$ cat config.mk
export PLATFORM = sky130hd
export DESIGN_NAME = timer_scheduler_flat
export DESIGN_NICKNAME = d
export VERILOG_FILES = /design/src/rtl/timer_scheduler_if.sv /design/src/rtl/timer_scheduler.sv /design/src/flat_wrapper.sv
export SDC_FILE = /design/constraint.sdc
export NUM_CORES = 1
export LEC_CHECK = 0
export CORE_MARGIN = 4
export CORE_UTILIZATION = 55
export CTS_BUF_LIST = sky130_fd_sc_hd__clkbuf_2
export DETAILED_ROUTE_END_ITERATION = 7
export MAX_ROUTING_LAYER = met4
export PLACE_DENSITY = 0.76
export SKIP_CTS_REPAIR_TIMING = 1
export SLEW_MARGIN = 25
export SYNTH_ARGS = -nofsm -noshare
export SYNTH_HDL_FRONTEND = slang
export SYNTH_SLANG_ARGS = --single-unit
$ cat constraint.sdc
create_clock -name clk -period 7.9 [get_ports clk]
set_input_delay 1.185 -clock clk [delete_from_list [all_inputs] [get_ports clk]]
set_output_delay 1.185 -clock clk [all_outputs]
set_load 0.01 [all_outputs]
$ cat src/rtl/timer_scheduler_if.sv
// timer_scheduler_if: request, timer and completion signals of the scheduler.
interface timer_scheduler_if #(
  parameter int WIDTH = 16,
  parameter int TAG_W = 4,
  parameter int DEPTH = 4
);
  logic in_valid, in_ready, flush, load, busy, done_valid;
  logic [WIDTH-1:0] in_cycles, cycles;
  logic [TAG_W-1:0] in_tag, done_tag;
  logic [$clog2(DEPTH+1)-1:0] pending;
  modport master (
    output in_valid, in_cycles, in_tag, flush, busy,
    input  in_ready, load, cycles, done_valid, done_tag, pending
  );
  modport slave (
    input  in_valid, in_cycles, in_tag, flush, busy,
    output in_ready, load, cycles, done_valid, done_tag, pending
  );
endinterface

$ cat src/rtl/timer_scheduler.sv
// timer_scheduler: FIFO of tagged delay requests issued one at a time to the countdown timer.
module timer_scheduler #(
  parameter int WIDTH = 16,
  parameter int TAG_W = 4,
  parameter int DEPTH = 4
) (
  input logic clk,
  input logic reset,
  timer_scheduler_if.slave sched
);
  localparam int AW = $clog2(DEPTH);
  localparam int CW = $clog2(DEPTH+1);
  typedef enum logic [1:0] {IDLE, LOAD, RUN} state_t;
  state_t state_q;
  logic [TAG_W+WIDTH-1:0] mem_q [DEPTH];
  logic [AW-1:0] wr_q, rd_q;
  logic [CW-1:0] count_q;
  logic load_q, done_q, zero_q;
  logic [WIDTH-1:0] cycles_q, head_cycles;
  logic [TAG_W-1:0] done_tag_q, cur_tag_q, zero_tag_q, head_tag;
  logic empty, push, pop, head_zero;
  assign {head_tag, head_cycles} = mem_q[rd_q];
  assign empty = count_q == '0;
  assign head_zero = head_cycles == '0;
  assign push = sched.in_valid && sched.in_ready && !sched.flush;
  // a zero-cycle head completes without the timer, so IDLE pops it even while busy
  assign pop = !empty && ((state_q == IDLE) ? (!zero_q && (head_zero || !sched.busy))
                                            : (state_q == RUN && !sched.busy));
  assign sched.in_ready = count_q != CW'(DEPTH);
  assign sched.pending = count_q;
  assign sched.load = load_q;
  assign sched.cycles = cycles_q;
  assign sched.done_valid = done_q;
  assign sched.done_tag = done_tag_q;
  always_ff @(posedge clk)
    if (push) mem_q[wr_q] <= {sched.in_tag, sched.in_cycles};
  always_ff @(posedge clk or negedge reset)
    if (!reset) begin
      state_q <= IDLE;
      wr_q <= '0;
      rd_q <= '0;
      count_q <= '0;
      load_q <= 1'b0;
      cycles_q <= '0;
      done_q <= 1'b0;
      done_tag_q <= '0;
      cur_tag_q <= '0;
      zero_q <= 1'b0;
      zero_tag_q <= '0;
    end else begin
      load_q <= 1'b0;
      done_q <= 1'b0;
      if (sched.flush) begin
        wr_q <= '0;
        rd_q <= '0;
        count_q <= '0;
      end else begin
        if (push) wr_q <= wr_q + AW'(1);
        if (pop) rd_q <= rd_q + AW'(1);
        if (push != pop) count_q <= push ? count_q + CW'(1) : count_q - CW'(1);
      end
      case (state_q)
        IDLE:
          if (zero_q) begin
            done_q <= 1'b1;
            done_tag_q <= zero_tag_q;
            zero_q <= 1'b0;
          end else if (pop && head_zero) begin
            done_q <= 1'b1;
            done_tag_q <= head_tag;
          end else if (pop) begin
            load_q <= 1'b1;
            cycles_q <= head_cycles;
            cur_tag_q <= head_tag;
            state_q <= LOAD;
          end
        LOAD: state_q <= RUN;
        default:
          if (!sched.busy) begin
            done_q <= 1'b1;
            done_tag_q <= cur_tag_q;
            state_q <= IDLE;
            // a zero head popped here reports its done from IDLE one cycle later
            if (pop && head_zero) begin
              zero_q <= 1'b1;
              zero_tag_q <= head_tag;
            end else if (pop) begin
              load_q <= 1'b1;
              cycles_q <= head_cycles;
              cur_tag_q <= head_tag;
              state_q <= LOAD;
            end
          end
      endcase
    end
endmodule
$ cat src/flat_wrapper.sv
// flat-port wrapper written by rule: the top's interface ports become plain ports
module timer_scheduler_flat 
#(
  parameter int WIDTH = 16,
  parameter int TAG_W = 4,
  parameter int DEPTH = 4
)
  (clk, reset, sched_in_valid, sched_in_cycles, sched_in_tag, sched_flush, sched_busy, sched_in_ready, sched_load, sched_cycles, sched_done_valid, sched_done_tag, sched_pending);
  timer_scheduler_if #(.WIDTH(WIDTH), .TAG_W(TAG_W), .DEPTH(DEPTH)) sched_i ();
  input logic clk;
  input logic reset;
  input wire logic [$bits(sched_i.in_valid)-1:0] sched_in_valid;
  input wire logic [$bits(sched_i.in_cycles)-1:0] sched_in_cycles;
  input wire logic [$bits(sched_i.in_tag)-1:0] sched_in_tag;
  input wire logic [$bits(sched_i.flush)-1:0] sched_flush;
  input wire logic [$bits(sched_i.busy)-1:0] sched_busy;
  output wire logic [$bits(sched_i.in_ready)-1:0] sched_in_ready;
  output wire logic [$bits(sched_i.load)-1:0] sched_load;
  output wire logic [$bits(sched_i.cycles)-1:0] sched_cycles;
  output wire logic [$bits(sched_i.done_valid)-1:0] sched_done_valid;
  output wire logic [$bits(sched_i.done_tag)-1:0] sched_done_tag;
  output wire logic [$bits(sched_i.pending)-1:0] sched_pending;
  assign sched_i.in_valid = sched_in_valid;
  assign sched_i.in_cycles = sched_in_cycles;
  assign sched_i.in_tag = sched_in_tag;
  assign sched_i.flush = sched_flush;
  assign sched_i.busy = sched_busy;
  assign sched_in_ready = sched_i.in_ready;
  assign sched_load = sched_i.load;
  assign sched_cycles = sched_i.cycles;
  assign sched_done_valid = sched_i.done_valid;
  assign sched_done_tag = sched_i.done_tag;
  assign sched_pending = sched_i.pending;
  timer_scheduler #(.WIDTH(WIDTH), .TAG_W(TAG_W), .DEPTH(DEPTH)) u_core (.clk(clk), .reset(reset), .sched(sched_i));
endmodule
==> results of run 1 <==
## worst max path at each step
| stage | slack [ns] | end | cells after the start |
|---|---|---|---|
| CTS | 4.19 | u_core.sched.cycles[13] | 6 |
| global placement | 4.26 | u_core.sched.cycles[5] | 6 |
| finish | 4.25 | u_core.sched.cycles[13] | 6 |
| floorplan | 5.32 | u_core.sched.pending[2] | 5 |
| detailed placement | 4.19 | u_core.sched.cycles[5] | 6 |
| global route | 4.02 | u_core.sched.cycles[11] | 6 |
## placed cells by master, fill, tap and decap left out, types with 2 or more instances in the layout
| cell type | synthesis | final |
|---|---|---|
| a21oi_1 | 7 | 7 |
| and2_2 | 1 | 5 |
| buf_4 | 1 | 2 |
| bufinv_16 | 0 | 4 |
| clkbuf_2 | 0 | 18 |
| clkdlybuf4s50_1 | 0 | 49 |
| clkinv_4 | 0 | 3 |
| clkinvlp_4 | 0 | 2 |
| dfrtp_1 | 40 | 40 |
| edfxtp_1 | 80 | 80 |
| ha_1 | 4 | 4 |
| inv_1 | 7 | 7 |
| inv_6 | 0 | 3 |
| mux2_1 | 2 | 2 |
| mux2_2 | 27 | 27 |
| mux2i_1 | 4 | 4 |
| mux4_1 | 13 | 13 |
| mux4_2 | 7 | 7 |
| nand2_1 | 5 | 5 |
| nand2b_1 | 2 | 2 |
| nand3_1 | 2 | 2 |
| nor2_1 | 11 | 11 |
| nor2b_1 | 2 | 2 |
| nor3_1 | 5 | 5 |
| nor4_1 | 4 | 4 |
| o21ai_0 | 4 | 4 |
| xnor2_1 | 2 | 2 |
## flip-flops by register name, indices dropped and copies added (netlist names)
name / cells
u_core.rd_q: 2
u_core.sched.pending: 3
u_core.mem_q: 80
u_core.state_q: 2
u_core.cur_tag_q: 4
u_core.sched.load: 1
u_core.zero_tag_q: 4
u_core.sched.cycles: 16
u_core.zero_q: 1
u_core.wr_q: 2
u_core.sched.done_valid: 1
u_core.sched.done_tag: 4
## where the power goes
group	internal, µW	switching (µW)	total [µW]
Combinational	301	226	527
Clock	212	230	442
Sequential	780	68.8	849
## routing by layer
| metal | GRT usage | vias up |
|---|---|---|
| li1 | - | 1130 |
| met1 | 0.211 | 1240 |
| met2 | 0.302 | 64 |
| met3 | 0.0546 | 9 |
| met4 | 0.0545 | 0 |
| met5 | - | - |
## logic make-up after synthesis
group / after synthesis / synth area share
AOI/OAI and AO/OA: 18 / 0.0250
xor gates and xnor gates: 3 / 0.00825
adders and majority gates: 5 / 0.0144
buffers and inverters: 18 / 0.0265
DFF: 120 / 0.701
muxes: 53 / 0.178
and+or+nand+nor: 40 / 0.0466
## final cells by class
| cell class | instances | area, µm² | share of cell area |
|---|---|---|---|
| clock buffer | 18 | 90.1 | 0.0158 |
| clock inverter | 14 | 196 | 0.0346 |
| inverter | 7 | 26.3 | 0.00462 |
| multi-input combinational | 119 | 1330 | 0.234 |
| sequential | 120 | 3400 | 0.599 |
| tap | 108 | 135 | 0.0238 |
| timing repair buffer | 51 | 505 | 0.0889 |
## critical path: cells and delay by family (launching register included)
kind,cells,cell delay (ns)
buf+inv,1,0.36
flops,1,0.63
mux,2,1.05
simple gates,3,1.51
## through the flow
step | hold WS [ns] | setup slack (ns) | util | total power [µW] | std cells
finish | 0.496 | 4.25 | 0.658 | 1820 | 437
global route | 0.429 | 4.02 | 0.658 | 1930 | 437
CTS | 0.527 | 4.19 | 0.658 | 1840 | 437
detailed placement | 0.493 | 4.19 | 0.624 | 1400 | 405
global placement | 0.486 | 4.26 | 0.624 | 1380 | 405
floorplan | 0.480 | 5.32 | - | 1190 | 257
==> results.md, run 1 <==
* Status: completed
* Synthesized area per cell at 18.9 µm²
* EDFF count, synth at 80
* Cells after synthesis at 257
* Worst-path clk slew at 0.20 ns
* Worst R2R Start: u_core.rd_q[0]
* Critical Path Fanout Max at 22
* Pwr Density at 320 mW/mm²
* R2R cell count at 6
* DR top layer: met4
* Fin crit share at 0.461
* Wl on met1 at 3340 µm
* Vias in the first global route at 2586
* Maximum clock frequency at 274 MHz
* RD Place Congestion at 0.742
* Clk root buf: clkbuf_2
* Critical path class: reg2reg
* Die X at 102 µm
* I/O pin count at 51
* Prevailing post-synth register cell: edfxtp_1
* Final antenna-violating net count at 0
* DR vias/cell at 5.59
* Residual DRC at 0
* Final slew viol count at 0
* Critical-path cell list: buf_4 -> mux4_1 -> nor4_1 -> and4_2 -> or3b_1 -> mux2_2
* Final hold viol count at 0
* CTS tree: yes
* Initial DRC Count at 86
* Slowest-stage cell, CP: or3b_1
* PortBufs at 50
* Req. time, crit path at 8.43 ns
* Layout cells sized above 1 at 0.234
* Final min period at 3.65 ns
* Initial antenna violation count at 0
* Top cells by area, synth: edfxtp_1 (49%), dfrtp_1 (21%), mux4_1 (7.0%), mux2_2 (6.3%), mux4_2 (3.2%)
* HP Class: in2async
* Worst-Margin Slew at 0.971 ns
* Reg2Reg Setup Slack at 4.25 ns
* Async SR Flop Fraction at 0.333
* Die height at 102 µm
* Clock Skews at 0.0462 ns
* Worst VDD drop at 0.000160 V
* Post-Layout Inst Area at 0.00569 mm²
* Slew headroom at 0.353
* Vias at 2443
* Gr usage total at 0.180
* Largest net degree at the start of global routing at 41
* CP Launch Type: flip-flop
* Rows at 34
* CTS Buf Count at 17
* Detail Route met3 WL at 409 µm
* Worst Path Arrival at 4.17 ns
* Drt pass-1 iters at 4
* CP peak stage delay at 0.78 ns
* CTS H-Tree Depth at 4
* Critical path endpoint category: flip-flop
* Initial Util at 0.562
* Clock Path Buffers at 2
* Synthesized Nets at 287
* Crit. Startpoint: u_core.rd_q[0]
* Top cells by count, synth: edfxtp_1 (80), dfrtp_1 (40), mux2_2 (27)
* Routed WL at 8170 µm
* Fillers at 614
* Most common cell in the netlist: edfxtp_1
* Area leader, netlist: edfxtp_1
* Core region area at 0.00864 mm²
* Area of placed instances at 0.00539 mm²
* Synth unique cells at 38
* RSZ-0062 raised after global routing: false
* Static leakage at 0.00209 µW
* Wire per inst at 18.7 µm
* Synthesized area at 0.00486 mm²
* Overflow after GRT at 0
* Area grow syn2layout at 17.1%
* Synth top area share at 0.495
* DR WL met2 at 4350 µm
* Layout Nets at 346
* CTS Sinks at 120
* Clock latency on the worst-skew pair at 0.65 ns
* Ys Warns at 0
* Area of the die at 0.0104 mm²
* Max-cap violations at 0
* DP Wirelength at 5250 µm
* Final setup viols at 0
* Synth Register Bits at 120
* Seq/Total Area, Yosys at 0.701
* Worst R2R End: u_core.sched.cycles[13]
* Setup TNS at 0 ns
* ANT cells at 0
* First-pass GRT wire length at 13100 µm
Power figures use the tool's default switching activity.
==> run 2, diff against run 1 <==
Settings changed: CORE_UTILIZATION 55 to 53.
Clock period 7.9 ns to 2.95 ns, I/O delays scaled along.
==> run 2 against run 1 <==
Clock-buffer cell count is 1 lower. Largest power group unchanged. Critical endpoint is now u_core.zero_tag_q[2]. Utilization is 0.68 points lower. Flip-flop and latch count did not move. Critical path type unchanged. Highest routed layer unchanged. Total power rose to 2.6 times the previous value. Combinational power increased to 2.9 times the previous value. Global-route usage shrank 0.94 points.
==> results.md, run 2 (synthesis results as in run 1) <==
* Hold_sp: sched_in_cycles[13]
* Crit. Startpoint: u_core.rd_q[0]
* Gr usage total at 0.171
* CTS Sinks at 120
* CTS Buf Count at 17
* Routed WL at 8260 µm
* CP Launch Type: flip-flop
* Area grow syn2layout at 18.2%
* Combinational power share at 0.327
* Final min period at 2.85 ns
* HP Class: in2reg
* Initial Util at 0.551
* Die height at 104 µm
* Slowest-stage cell, CP: mux4_1
* Largest net degree at the start of global routing at 41
* CP top delay family: simple AND/OR/NAND/NOR gates
* Rows at 34
* Req. time, crit path at 3.46 ns
* DP Wirelength at 5470 µm
* Layout cells sized above 1 at 0.254
* Final slew viol count at 0
* Largest reg by FF count: u_core.mem_q
* Fin crit share at 0.967
* Initial DRC Count at 94
* Drt pass-1 iters at 4
* Overflow after GRT at 0
* Status: completed
* Die X at 104 µm
* Max reg flops at 80
* Final worst slack at 0.0981 ns
* Setup slack at placement at 0.00526 ns
* Critical Path Fanout Max at 15
* Clk root buf: clkbuf_2
* Layout Nets at 359
* Clock Skews at 0.0303 ns
* Clock power frac at 0.190
* Worst-Margin Slew at 0.906 ns
* Pwr Density at 809 mW/mm²
* Crit path buf inv count at 2
* CTS tree: yes
* Final setup viols at 0
* Critical path endpoint category: flip-flop
* CP peak stage delay at 0.60 ns
* Worst R2R Start: u_core.rd_q[0]
* PortBufs at 50
* Clock Path Buffers at 2
* Initial antenna violation count at 0
* Area of the die at 0.0108 mm²
* Slew headroom at 0.396
* ANT cells at 0
* Worst VDD drop at 0.000411 V
* Sw frac at 0.312
* Register share of total power at 0.483
* Vias at 2455
* Post-Layout Inst Area at 0.00574 mm²
* Vias in the first global route at 2592
* Critical path class: reg2reg
* RD Place Congestion at 0.778
* Clock latency on the worst-skew pair at 0.63 ns
* Most frequent cells in the layout: edfxtp_1 (80), clkdlybuf4s50_1 (49), dfrtp_1 (40)
* Core region area at 0.00881 mm²
* Net Switching at 1450 µW
* Worst Path Arrival at 3.36 ns
* Internal power at 3190 µW
* Worst-path clk slew at 0.20 ns
* Final Core Density at 0.652
* Static leakage at 0.00211 µW
* Area of placed instances at 0.00551 mm²
* DR vias/cell at 5.46
* Commonest non-fill, non-tap cell in the layout: edfxtp_1
* Max-cap violations at 0
* Final antenna-violating net count at 0
* Critical-path cell list: buf_12 -> buf_6 -> mux4_1 -> nor4_2 -> and4_4 -> nand2_4 -> nor3b_4 -> mux2_2
* Wire per inst at 18.4 µm
* Residual DRC at 0
* CTS H-Tree Depth at 4
* First-pass GRT wire length at 13500 µm
* Maximum clock frequency at 351 MHz
* Final hold viol count at 0
* I/O pin count at 51
run 2: cell type report:
class	instances	area (µm²)
clock inverters	15	119
well taps	108	135
flip-flops and latches	120	3400
fillers	607	3070
inverters	7	26.3
multi-input cells	119	1340
clock buffers	17	85.1
repair buffers	64	632
run 2: per-stage QoR:
step                std cells   TNS, ns  hold WS (ns)  power (µW)
floorplan                 257         0         0.147        3180
global placement          417         0         0.487        3770
detailed placement        417         0         0.493        3810
CTS                       449    -0.157        -0.118        4700
global route              450  -0.00393         0.325        4930
finish                    450         0         0.419        4640
run 2: path summary, 6_finish.rpt:
path                                       endpoint  slack, ns  depth (start not counted)
max                            u_core.zero_tag_q[2]        0.1                          8
min                             u_core.mem_q[0][13]       0.42                          1
max reg2reg                    u_core.zero_tag_q[2]        0.1                          8
min reg2reg                  u_core.sched.cycles[2]       0.53                          1
max in group asynchronous    u_core.sched.cycles[1]       1.91                          2
min in group asynchronous  u_core.sched.done_tag[2]       0.46                          2
run 2: worst register-to-register path: stages (launching register included):
cell and delay (ns):
dfrtp_1 0.41, buf_12 0.17, buf_6 0.18, mux4_1 0.60, nor4_2 0.34, and4_4 0.31, nand2_4 0.07, nor3b_4 0.29
mux2_2 0.38
run 2: power groups by stage:
stage          clock network, µW  logic (µW)  registers [µW]
2_1_floorplan                  0         856            2320
3_3_place_gp                   0        1500            2280
3_5_place_dp                   0        1530            2280
4_1_cts                      921        1530            2250
5_1_grt                     1010        1640            2280
6_report                     883        1520            2240
run 2: metal layers:
layer,track usage,vias to the layer above,share of wire
met4,0.0684,0,0.014
met5,-,-,0
met2,0.270,52,0.52
li1,-,1149,-
met1,0.206,1243,0.43
met3,0.0547,11,0.043
